`config.mk`:
```
export PLATFORM = sky130hd
export DESIGN_NAME = debounce_multi
export DESIGN_NICKNAME = d
export VERILOG_FILES = /design/src/rtl/debounce_pkg.sv /design/src/rtl/clock_enable.sv /design/src/rtl/debounce_channel.sv /design/src/rtl/debounce_multi.sv
export SDC_FILE = /design/constraint.sdc
export NUM_CORES = 1
export LEC_CHECK = 0
export ABC_AREA = 1
export CORE_ASPECT_RATIO = 1.1
export CORE_MARGIN = 2
export CORE_UTILIZATION = 61
export DETAILED_ROUTE_END_ITERATION = 16
export GPL_TIMING_DRIVEN = 0
export PLACE_DENSITY = 0.95
export SYNTH_ARGS = -nofsm -noshare
export SYNTH_HDL_FRONTEND = slang
export SYNTH_SLANG_ARGS = --single-unit
```
`constraint.sdc`:
```
create_clock -name clk -period 3.9 [get_ports clk]
set_clock_uncertainty 0.2 [all_clocks]
set_input_delay 0.39 -clock clk [delete_from_list [all_inputs] [get_ports clk]]
set_output_delay 0.39 -clock clk [all_outputs]
set_load 0.005 [all_outputs]
```
`src/rtl/debounce_pkg.sv`:
```
// Shared constants, per-channel output bundle and width helper for the button conditioner.
package debounce_pkg;
  localparam int DEBOUNCE_DIV_DEFAULT    = 500_000;
  localparam int DEBOUNCE_STABLE_DEFAULT = 3;
  localparam int DEBOUNCE_LONG_DEFAULT   = 2000;

  typedef struct packed {
    logic level;
    logic press;
    logic rel;
    logic long_press;
  } chan_out_t;

  // ceil(log2(n)), never less than 1 bit
  function automatic int clog2w(input int n);
    int v;
    int w;
    v = n - 1;
    w = 0;
    while (v > 0) begin
      w++;
      v = v >> 1;
    end
    return (w < 1) ? 1 : w;
  endfunction
endpackage

```
`src/rtl/clock_enable.sv`:
```
// Free-running divider: one-clk tick every DIV clk cycles, shared by all channels.
module clock_enable
  import debounce_pkg::*;
#(
  parameter int DIV = DEBOUNCE_DIV_DEFAULT
) (
  input  logic clk,
  input  logic rst,
  output logic tick
);
  localparam int CW = clog2w(DIV);
  localparam logic [CW-1:0] CNT_LAST = CW'(DIV - 1);

  logic [CW-1:0] cnt;

  always_ff @(posedge clk or posedge rst) begin
    if (rst) cnt <= '0;
    else if (cnt == CNT_LAST) cnt <= '0;
    else cnt <= cnt + CW'(1);
  end

  assign tick = (cnt == CNT_LAST);
endmodule

```
`src/rtl/debounce_channel.sv`:
```
// One button lane: 2-flop synchroniser, tick-qualified stability filter, level/edge pulses.
// Optional hold counter for long_press under DEBOUNCE_LONG_PRESS_EN.
module debounce_channel
  import debounce_pkg::*;
#(
  parameter int STABLE = DEBOUNCE_STABLE_DEFAULT
`ifdef DEBOUNCE_LONG_PRESS_EN
  , parameter int LONG_TICKS = DEBOUNCE_LONG_DEFAULT
`endif
) (
  input  logic      clk,
  input  logic      reset_n,
  input  logic      tick,
  input  logic      btn,
  output chan_out_t q
);
  localparam int CW = clog2w(STABLE);
  localparam logic [CW-1:0] CNT_LAST = CW'(STABLE - 1);

  logic [1:0]    sync;
  logic [CW-1:0] cnt;
  logic          level, press, rel, lp;
  logic          s, flip;

  always_comb begin
    s    = sync[1];
    flip = tick && (s != level) && (cnt == CNT_LAST);
  end

  always_ff @(posedge clk or negedge reset_n) begin
    if (!reset_n) sync <= '0;
    else sync <= {sync[0], btn};
  end

  // any agreeing sample restarts the run of disagreeing ones
  always_ff @(posedge clk or negedge reset_n) begin
    if (!reset_n) begin
      cnt   <= '0;
      level <= 1'b0;
      press <= 1'b0;
      rel   <= 1'b0;
    end else begin
      press <= 1'b0;
      rel   <= 1'b0;
      if (tick) begin
        if (s == level) cnt <= '0;
        else if (flip) begin
          cnt   <= '0;
          level <= ~level;
          press <= ~level;
          rel   <= level;
        end else cnt <= cnt + CW'(1);
      end
    end
  end

`ifdef DEBOUNCE_LONG_PRESS_EN
  localparam int HW = clog2w(LONG_TICKS + 1);
  localparam logic [HW-1:0] HOLD_MAX = HW'(LONG_TICKS);

  logic [HW-1:0] hold;

  // counts ticks spent high; a releasing tick clears instead of counting
  always_ff @(posedge clk or negedge reset_n) begin
    if (!reset_n) begin
      hold <= '0;
      lp   <= 1'b0;
    end else begin
      lp <= 1'b0;
      if (!level || flip) hold <= '0;
      else if (tick && hold != HOLD_MAX) begin
        hold <= hold + HW'(1);
        lp   <= (hold == HOLD_MAX - HW'(1));
      end
    end
  end
`else
  assign lp = 1'b0;
`endif

  assign q = '{level: level, press: press, rel: rel, long_press: lp};
endmodule

```
`src/rtl/debounce_multi.sv`:
```
// Multi-channel push-button conditioner: shared sample tick, CHANNELS independent lanes.
// Optional long-press detection: define DEBOUNCE_LONG_PRESS_EN.
module debounce_multi
  import debounce_pkg::*;
#(
  parameter int CHANNELS   = 4,
  parameter int DIV        = DEBOUNCE_DIV_DEFAULT,
  parameter int STABLE     = DEBOUNCE_STABLE_DEFAULT,
  parameter int LONG_TICKS = DEBOUNCE_LONG_DEFAULT
) (
  input  logic                clk,
  input  logic                reset_n,
  input  logic [CHANNELS-1:0] buttons,
  output logic [CHANNELS-1:0] level,
  output logic [CHANNELS-1:0] press,
  output logic [CHANNELS-1:0] release_p,  // 'release' is a reserved word
  output logic [CHANNELS-1:0] long_press
);
  if (CHANNELS < 1 || DIV < 1 || STABLE < 1 || LONG_TICKS < 1) begin : g_bad_cfg
    $error("debounce_multi: all parameters must be >= 1");
  end

  logic      tick;
  chan_out_t co [CHANNELS];

  clock_enable #(.DIV(DIV)) u_div (
    .clk  (clk),
    .rst  (~reset_n),
    .tick (tick)
  );

  for (genvar g = 0; g < CHANNELS; g++) begin : g_ch
    debounce_channel #(
      .STABLE     (STABLE)
`ifdef DEBOUNCE_LONG_PRESS_EN
      , .LONG_TICKS (LONG_TICKS)
`endif
    ) u_ch (
      .clk     (clk),
      .reset_n (reset_n),
      .tick    (tick),
      .btn     (buttons[g]),
      .q       (co[g])
    );
    assign level[g]      = co[g].level;
    assign press[g]      = co[g].press;
    assign release_p[g]  = co[g].rel;
    assign long_press[g] = co[g].long_press;
  end
endmodule

```
# Word level (Yosys, flattened, before mapping)
# Cells that the tools add are included.
[totals]
register_bits = 47
elab_cells = 92
out_inout_bits = 16
[op_classes]
mux = 33
reduce_logical = 12
n_bitwise = 8
n_eq_ne = 13
n_addsub = 5
[op_table]
columns = ["op", "count"]
rows = [
  ["2-to-1 mux 1 bit", 24],
  ["adder 19 x 1 -> 19 bit, second input constant", 1],
  ["equality test 19 bit, second input constant", 1],
  ["2-to-1 mux 19 bit", 1],
  ["2-to-1 mux 2 bit", 8],
  ["AND reduction 3 bit", 4],
  ["adder 2 x 1 -> 2 bit, second input constant", 4],
  ["equality test 2 bit, second input constant", 4],
  ["logical AND 1 bit", 8],
  ["inverter 1 bit", 8],
  ["equality test 1 bit", 4],
  ["inequality test 1 bit", 4],
]

# Longest topological paths before layout
# Gate-level depths: netlist of the first run.
[depth]
word_depth = 6
depth_mapped = 9
depth_no_buf = 9

# Modules after synthesis
# Synthesis of the first run repeated with hierarchy kept, for this count alone.
[hier_totals]
cells_unflattened = 280
area_unflattened_um2 = 2308.5
[by_module_without_submodules]
columns = ["mod", "seq_area_each_um2", "area_each_um2", "instances", "cells_each"]
rows = [
  ["debounce_channel", 175.2, 315.3, 4, 35],
  ["clock_enable", 475.5, 1043.5, 1, 139],
  ["debounce_multi", 0.0, 3.8, 1, 1],
]

# Worst setup path before layout of the first run
# No wires, ideal clock.
[synth_path]
kind = "reg2reg"
from = "register u_div.cnt[0]"
to = "register u_div.cnt[9]"
path_slack_ps = 2327
path_buffers = 0
period_less_slack_ps = 1573
t_arrival_ps = 1252
setup_time_ps = 120
stages_incl_launch_ff = 9
path_cell_list = "dfrtp_1 > ha_1 > nand3_2 > clkinv_2 > nand2_1 > nor2_4 > nand2_2 > o211ai_1 > inv_1"
[synth_between]
elab_chain_cells = 2
[synth_rtl]
columns = ["element", "line", "text"]
rows = [
  ["start, declared", "clock_enable.sv:14", "logic [CW-1:0] cnt;"],
  ["start signal, assigned", "clock_enable.sv:19", "else cnt <= cnt + CW'(1);"],
  ["adder 19 x 1 -> 19 bit or equality test 19 bit (tied branches)", "clock_enable.sv:19, clock_enable.sv:18", ""],
  ["2-to-1 mux 19 bit *", "clock_enable.sv:18", "else if (cnt == CNT_LAST) cnt <= '0;"],
]
# Mark *: on every way between the ends. The rest lies on a longest branch, timed or not.
# A chain may end at the register's enable or synchronous reset.

# Worst setup path after layout of the first run
[layout_path]
from = "register g_ch[0].u_ch.level"
to = "output level[0]"
[layout_rtl]
columns = ["element", "line", "text"]
rows = [
  ["start, declared", "debounce_channel.sv:22", "logic level, press, rel, lp;"],
  ["start signal, assigned", "debounce_channel.sv:49", "level <= ~level;"],
  ["end, declared", "debounce_multi.sv:14", "output logic [CHANNELS-1:0] level,"],
]
# No word-level cell between the ends.

==> results.cfg, run 1 <==
[detailed_routing]
ant_nets = 0
drt_wl_total_um = 4652
drtIter0Drc = 127
wl_per_cell_um = 13.14
viasPerCell = 5.325
detail_route.first_pass.iterations = 4
via_count = 1885
route.detailed.drc = 0

[global_routing]
grt_max_degree = 27
grt_pass1_wl_um = 7859
gr-total-overflow = 0
grt_use_total_pct = 24.20
antenna_found_initial = 0
grt_pass1_vias = 1879

[critical_path]
regToRegStartpoint = u_div.cnt[0]
cp_slowest_cell = clkdlybuf4s50_1
reg2reg_depth = 8
path_max_fanout = 4
worstPathArrival_ns = 1.35
cp-start-kind = register
critical_path_buf_inv_count = 2
slowest_delay_ns = 0.49
r2r_end = u_div.cnt[9]
worstPathCellList = buf_4, clkdlybuf4s50_1
cp_top_family = buffers and inverters
crit_type = register to primary output
worstPathRequired_ns = 3.31
path_depth = 2
end_kind = primary output
regToRegSetupSlack_ns = 1.98

[die]
dieWidth_um = 62.43
die_h_um = 68.28
pin_count = 22
start_util_pct = 63.18
coreArea_um2 = 3626
die-area_um2 = 4262
fp-row-count = 23

[cts]
clock_latency_ns = 0.31
cts-root-buf = clkbuf_8
cts_sinks = 47
cts_buffers = 5
post-cts-setup-buffers = 0
clk_pin_slew_ns = 0.09
cts_max_path_buffers = 2
htree_levels = 2
cts_tree = done
cts.repair.resized = 0
postCtsHoldBufs = 1

[power_and_ir_drop]
total_power_uw = 827.6
power.leakage_nw = 1.419
peakVddDrop_mv = 0.2726
power_density_nw_per_um2 = 311.3

[final_layout]
fill_cells = 274
post-route-util_pct = 73.33
antenna_cells = 0
layout.cells.non_filler = 354
regArea_um2 = 1176
multi_input_area_um2 = 828.3
area_growth_pct = 16.06
drive_gt1_share_pct = 14.47
nets = 310
finalInstanceArea_um2 = 2659

[place]
placed_cells = 345
post-place-ws_ns = 2.035
place_area_um2 = 2550
dp_hpwl_um = 3347
io_buffer_count = 17
place.gp.congestion = 0.9086

[synth]
syn_area_per_cell_um2 = 8.361
seq_area_frac_synth_pct = 51.34
synth_edf_count = 0
async_reset_ff_share_pct = 100.0
synth_seq_cells = 47
synthCells = 274
ys.flop_type = dfrtp_1
ys_types = 22
syn_area_um2 = 2291
ys_warn_count = 0

[timing]
finalSetupTns_ns = 0
fin_hold_ws_ns = 0.1574
setup_viol = 0
rsz0062_at_grt = false
final_max_slew_viol_count = 0
maxSlewHeadroom_pct = 56.34
fmax_mhz = 514.8
fin_ws_ns = 1.957
hold_viol = 0
period_share_pct = 49.81
fin_crit_ns = 1.943
worstMarginPinSlew_ns = 0.6499

[status]
status = complete, no violations

[min_path]
min_from = g_ch[1].u_ch.sync[0]
hold_class = register to register
hold_end = g_ch[1].u_ch.sync[1]
hold_depth = 0

[job]
drv_cap = 0
[synthesized netlist by cell type, types with 4 or more instances]
cell type  count  area [um^2]
xor2_1        10        87.58
nand2_1       66        247.7
a21oi_1        6        30.03
nand4_1       17        106.4
inv_2          5        18.77
nor3_1         4        20.02
inv_1         38        142.6
buf_4         16        120.1
nor2_1        36        135.1
nand3_1       11        55.05
dfrtp_1       47         1176
[layer usage]
metal	vias to the layer above	track usage (%)	share of wire, %
li1	893	-	-
met1	899	26.44	40
met2	74	43.01	51
met3	19	5.099	5.4
met4	0	17.22	3.7
met5	-	0	0
[sequential cells by signal (all words and copies together), names as in the netlist]
| signal | flops |
|---|---|
| u_div.cnt | 19 |
| g_ch.u_ch.cnt | 8 |
| g_ch.u_ch.sync | 8 |
| g_ch.u_ch.level | 4 |
| g_ch.u_ch.press | 4 |
| g_ch.u_ch.rel | 4 |
[worst max path at each step]
stage,startpoint,endpoint,slack [ns]
after CTS,g_ch[2].u_ch.level,level[2],1.96
after floorplan,u_div.cnt[0],u_div.cnt[9],2.33
after global routing,u_div.cnt[0],u_div.cnt[9],1.86
after global placement,reset_n,g_ch[2].u_ch.press,1.04
final,g_ch[0].u_ch.level,level[0],1.96
after detailed placement,u_div.cnt[0],u_div.cnt[9],2.03
[placed cells by master (no fill, tap or decap)]
cell             instances
buf_2                    1
nand2_1                 66
dlygate4sd3_1            1
a21oi_1                  6
inv_2                    5
nor2_1                  36
nand4_1                 17
clkinv_2                 1
buf_12                   1
nor3_1                   4
conb_1                   4
nor2_2                   3
clkinvlp_4               1
nand3_2                  2
nand3_1                 11
nand4_2                  1
dfrtp_1                 47
clkinv_4                 1
nand2_2                  2
buf_4                   16
a31oi_1                  1
ha_1                     1
o211ai_1                 2
clkbuf_8                 6
clkdlybuf4s50_1         16
buf_6                    1
xor2_1                  10
inv_1                   38
nor2_4                   3
[cell families after synthesis]
group / Yosys count / share of synthesized area, %
adders and majority gates: 1 / 0.5461
AOI/OAI and AO/OA: 9 / 2.239
buffers and inverters: 61 / 13.00
and+or+nand+nor: 145 / 28.89
other: 1 / 0.1637
DFF: 47 / 51.34
xor gates and xnor gates: 10 / 3.823
[cell type report]
| type | count | area share (%) |
|---|---|---|
| sequential | 47 | 44.24 |
| multi-input combinational | 169 | 31.15 |
| timing repair buffer | 19 | 7.341 |
| inverter | 44 | 6.259 |
| buffer | 17 | 4.941 |
| clock buffer | 6 | 3.106 |
| tap | 50 | 2.353 |
| clock inverter | 2 | 0.6118 |
[power breakdown]
part           switching (mW)  internal (mW)
clock network           0.166          0.145
registers             0.00241          0.491
logic                  0.0134        0.00972
[worst reg2reg max path: stages (launching register included)]
cell      delay (ns)
dfrtp_1         0.38
ha_1            0.21
nand3_2         0.16
clkinv_2        0.14
nand2_1         0.10
nor2_4          0.18
nand2_2         0.20
o211ai_1        0.19
inv_1           0.06
Power figures use the tool's default switching activity.
==> inputs of run 2 (changes only) <==
--- a/config.mk
+++ b/config.mk
@@ -8,10 +8,10 @@
 export ABC_AREA = 1
 export CORE_ASPECT_RATIO = 1.1
 export CORE_MARGIN = 2
-export CORE_UTILIZATION = 61
+export CORE_UTILIZATION = 56
 export DETAILED_ROUTE_END_ITERATION = 16
 export GPL_TIMING_DRIVEN = 0
-export PLACE_DENSITY = 0.95
+export PLACE_DENSITY = 0.9
 export SYNTH_ARGS = -nofsm -noshare
 export SYNTH_HDL_FRONTEND = slang
 export SYNTH_SLANG_ARGS = --single-unit
==> constraint.sdc (replaced) <==
create_clock -name clk -period 2 [get_ports clk]
set_clock_uncertainty 0.2 [all_clocks]
set_input_delay 0.2 -clock clk [delete_from_list [all_inputs] [get_ports clk]]
set_output_delay 0.2 -clock clk [all_outputs]
set_load 0.005 [all_outputs]
==> run 2 against run 1 <==
Against the previous run:
- cell count grew 0.56%
- power grew 93%
- sequential power grew 95%
- sequential cell count is the same
- worst hold slack lost 0.028 ns
- die area grew 8.4%
- final area grew 0.14%
- non-clock buffer count is the same
==> results.cfg, run 2 (synthesized netlist as in run 1, its figures left out) <==
[cts]
cts_buffers = 5
htree_levels = 2
cts_sinks = 47
cts_max_path_buffers = 2
cts-root-buf = clkbuf_8
post-cts-setup-buffers = 0
clock_latency_ns = 0.30
clk_pin_slew_ns = 0.08
cts_tree = done

[critical_path]
path_max_fanout = 10
slowest_delay_ns = 0.65
cp-start-kind = register
cp_top_family = simple AND/OR/NAND/NOR gates
r2r_end = u_div.cnt[9]
worstPathArrival_ns = 1.83
cp-startpoint = u_div.cnt[7]
path_depth = 4
end_kind = register
regToRegStartpoint = u_div.cnt[7]
worstPathCellList = nor3_1, nand2_4, o211ai_1, inv_1
crit_end = u_div.cnt[9]
crit_type = register to register
regToRegSetupSlack_ns = 0.16
critical_path_buf_inv_count = 1
worstPathRequired_ns = 1.99
reg2reg_depth = 4
cp_slowest_cell = nor3_1

[detailed_routing]
drt_wl_total_um = 4159
via_count = 1801
ant_nets = 0
route.detailed.drc = 0
wl_per_cell_um = 11.68
detail_route.first_pass.iterations = 4
viasPerCell = 5.059
drtIter0Drc = 98

[final_layout]
area_growth_pct = 16.22
layout_commonest_cell = nand2_1
fill_cells = 307
largest_register_ffs = 19
nets = 310
drive_gt1_share_pct = 14.14
antenna_cells = 0
post-route-util_pct = 67.68
top_regs = u_div.cnt x19, g_ch.u_ch.cnt x8, g_ch.u_ch.sync x8
final_cell_mix = nand2_1, dfrtp_1, inv_1, nor2_1, nand4_1
largest-register = u_div.cnt

[die]
dieWidth_um = 64.99
coreArea_um2 = 3934
die-area_um2 = 4619
fp-row-count = 24
pin_count = 22
die_h_um = 71.08
start_util_pct = 58.24

[timing]
finalSetupTns_ns = 0
rsz0062_at_grt = false
fin_crit_ns = 1.845
maxSlewHeadroom_pct = 48.68
final_max_slew_viol_count = 0
worstMarginPinSlew_ns = 0.7639
period_share_pct = 92.23
setup_viol = 0
hold_viol = 0
fmax_mhz = 542.1

[place]
dp_hpwl_um = 3065
place.gp.congestion = 0.8229
io_buffer_count = 17

[global_routing]
grt_use_total_pct = 20.25
grt_pass1_wl_um = 7134
grt_pass1_vias = 1685
gr-total-overflow = 0
grt_max_degree = 30
antenna_found_initial = 0

[min_path]
hold_class = primary input to register

[job]
drv_cap = 0

[status]
status = complete, no violations

[power_and_ir_drop]
power_density_nw_per_um2 = 599.6
power.leakage_nw = 1.436
peakVddDrop_mv = 0.4765
-- run 2: final cells by class --
cell class                 instances  area (um^2)  area share, %
timing repair buffer              19        195.2          7.331
inverter                          44        166.4          6.250
clock buffer                       7        86.33          3.242
buffer                            17        131.4          4.934
sequential                        47         1176          44.17
multi-input combinational        169        833.3          31.30
tap                               52        65.06          2.444
clock inverter                     1        8.758         0.3289
-- run 2: what timing repair did --
item / 4_1_cts / 5_1_grt
endpoints found under the hold margin: 18 / 0
setup endpoints to repair: 0 / 1
gates resized for setup: 0 / 1
hold buffers: 1 / 0
-- run 2: power by group --
| part | switching [mW] | internal (mW) |
|---|---|---|
| clock network | 0.307 | 0.283 |
| registers | 0.00403 | 0.957 |
| logic | 0.0259 | 0.0190 |
| total | 0.337 | 1.26 |
-- run 2: worst min path at each step --
stage / to / slack, ns / cells after the start / startpoint
CTS: g_ch[2].u_ch.sync[0] / 0.13 / 1 / buttons[2]
detailed placement: u_div.cnt[12] / -0.03 / 1 / reset_n
finish: g_ch[1].u_ch.sync[0] / 0.13 / 1 / buttons[1]
floorplan: g_ch[0].u_ch.cnt[0] / -0.30 / 0 / reset_n
global route: g_ch[1].u_ch.sync[0] / 0.12 / 1 / buttons[1]
global placement: g_ch[0].u_ch.sync[1] / 0.13 / 0 / g_ch[0].u_ch.sync[0]
-- run 2: through the flow --
stage | setup WS [ns] | cell area [um^2] | hold slack, ns | std cells | power [mW]
final | 0.1553 | 2663 | 0.1299 | 356 | 1.597
after global routing | 0.02977 | 2663 | 0.1213 | 356 | 1.656
after CTS | 0.1417 | 2658 | 0.1255 | 356 | 1.606
after detailed placement | 0.1718 | 2552 | -0.02929 | 347 | 1.025
after global placement | -0.6980 | 2537 | 0.1334 | 346 | 1.020
after floorplan | 0.4272 | 2302 | -0.2956 | 277 | 0.9916
-- run 2: layer usage --
metal  up-vias  routed length, um  GRT usage, %
li1        894                  -             -
met1       850               1741         23.21
met2        43               2103         34.82
met3        14                186         5.564
met4         0                127         9.693
met5         -                  0             0
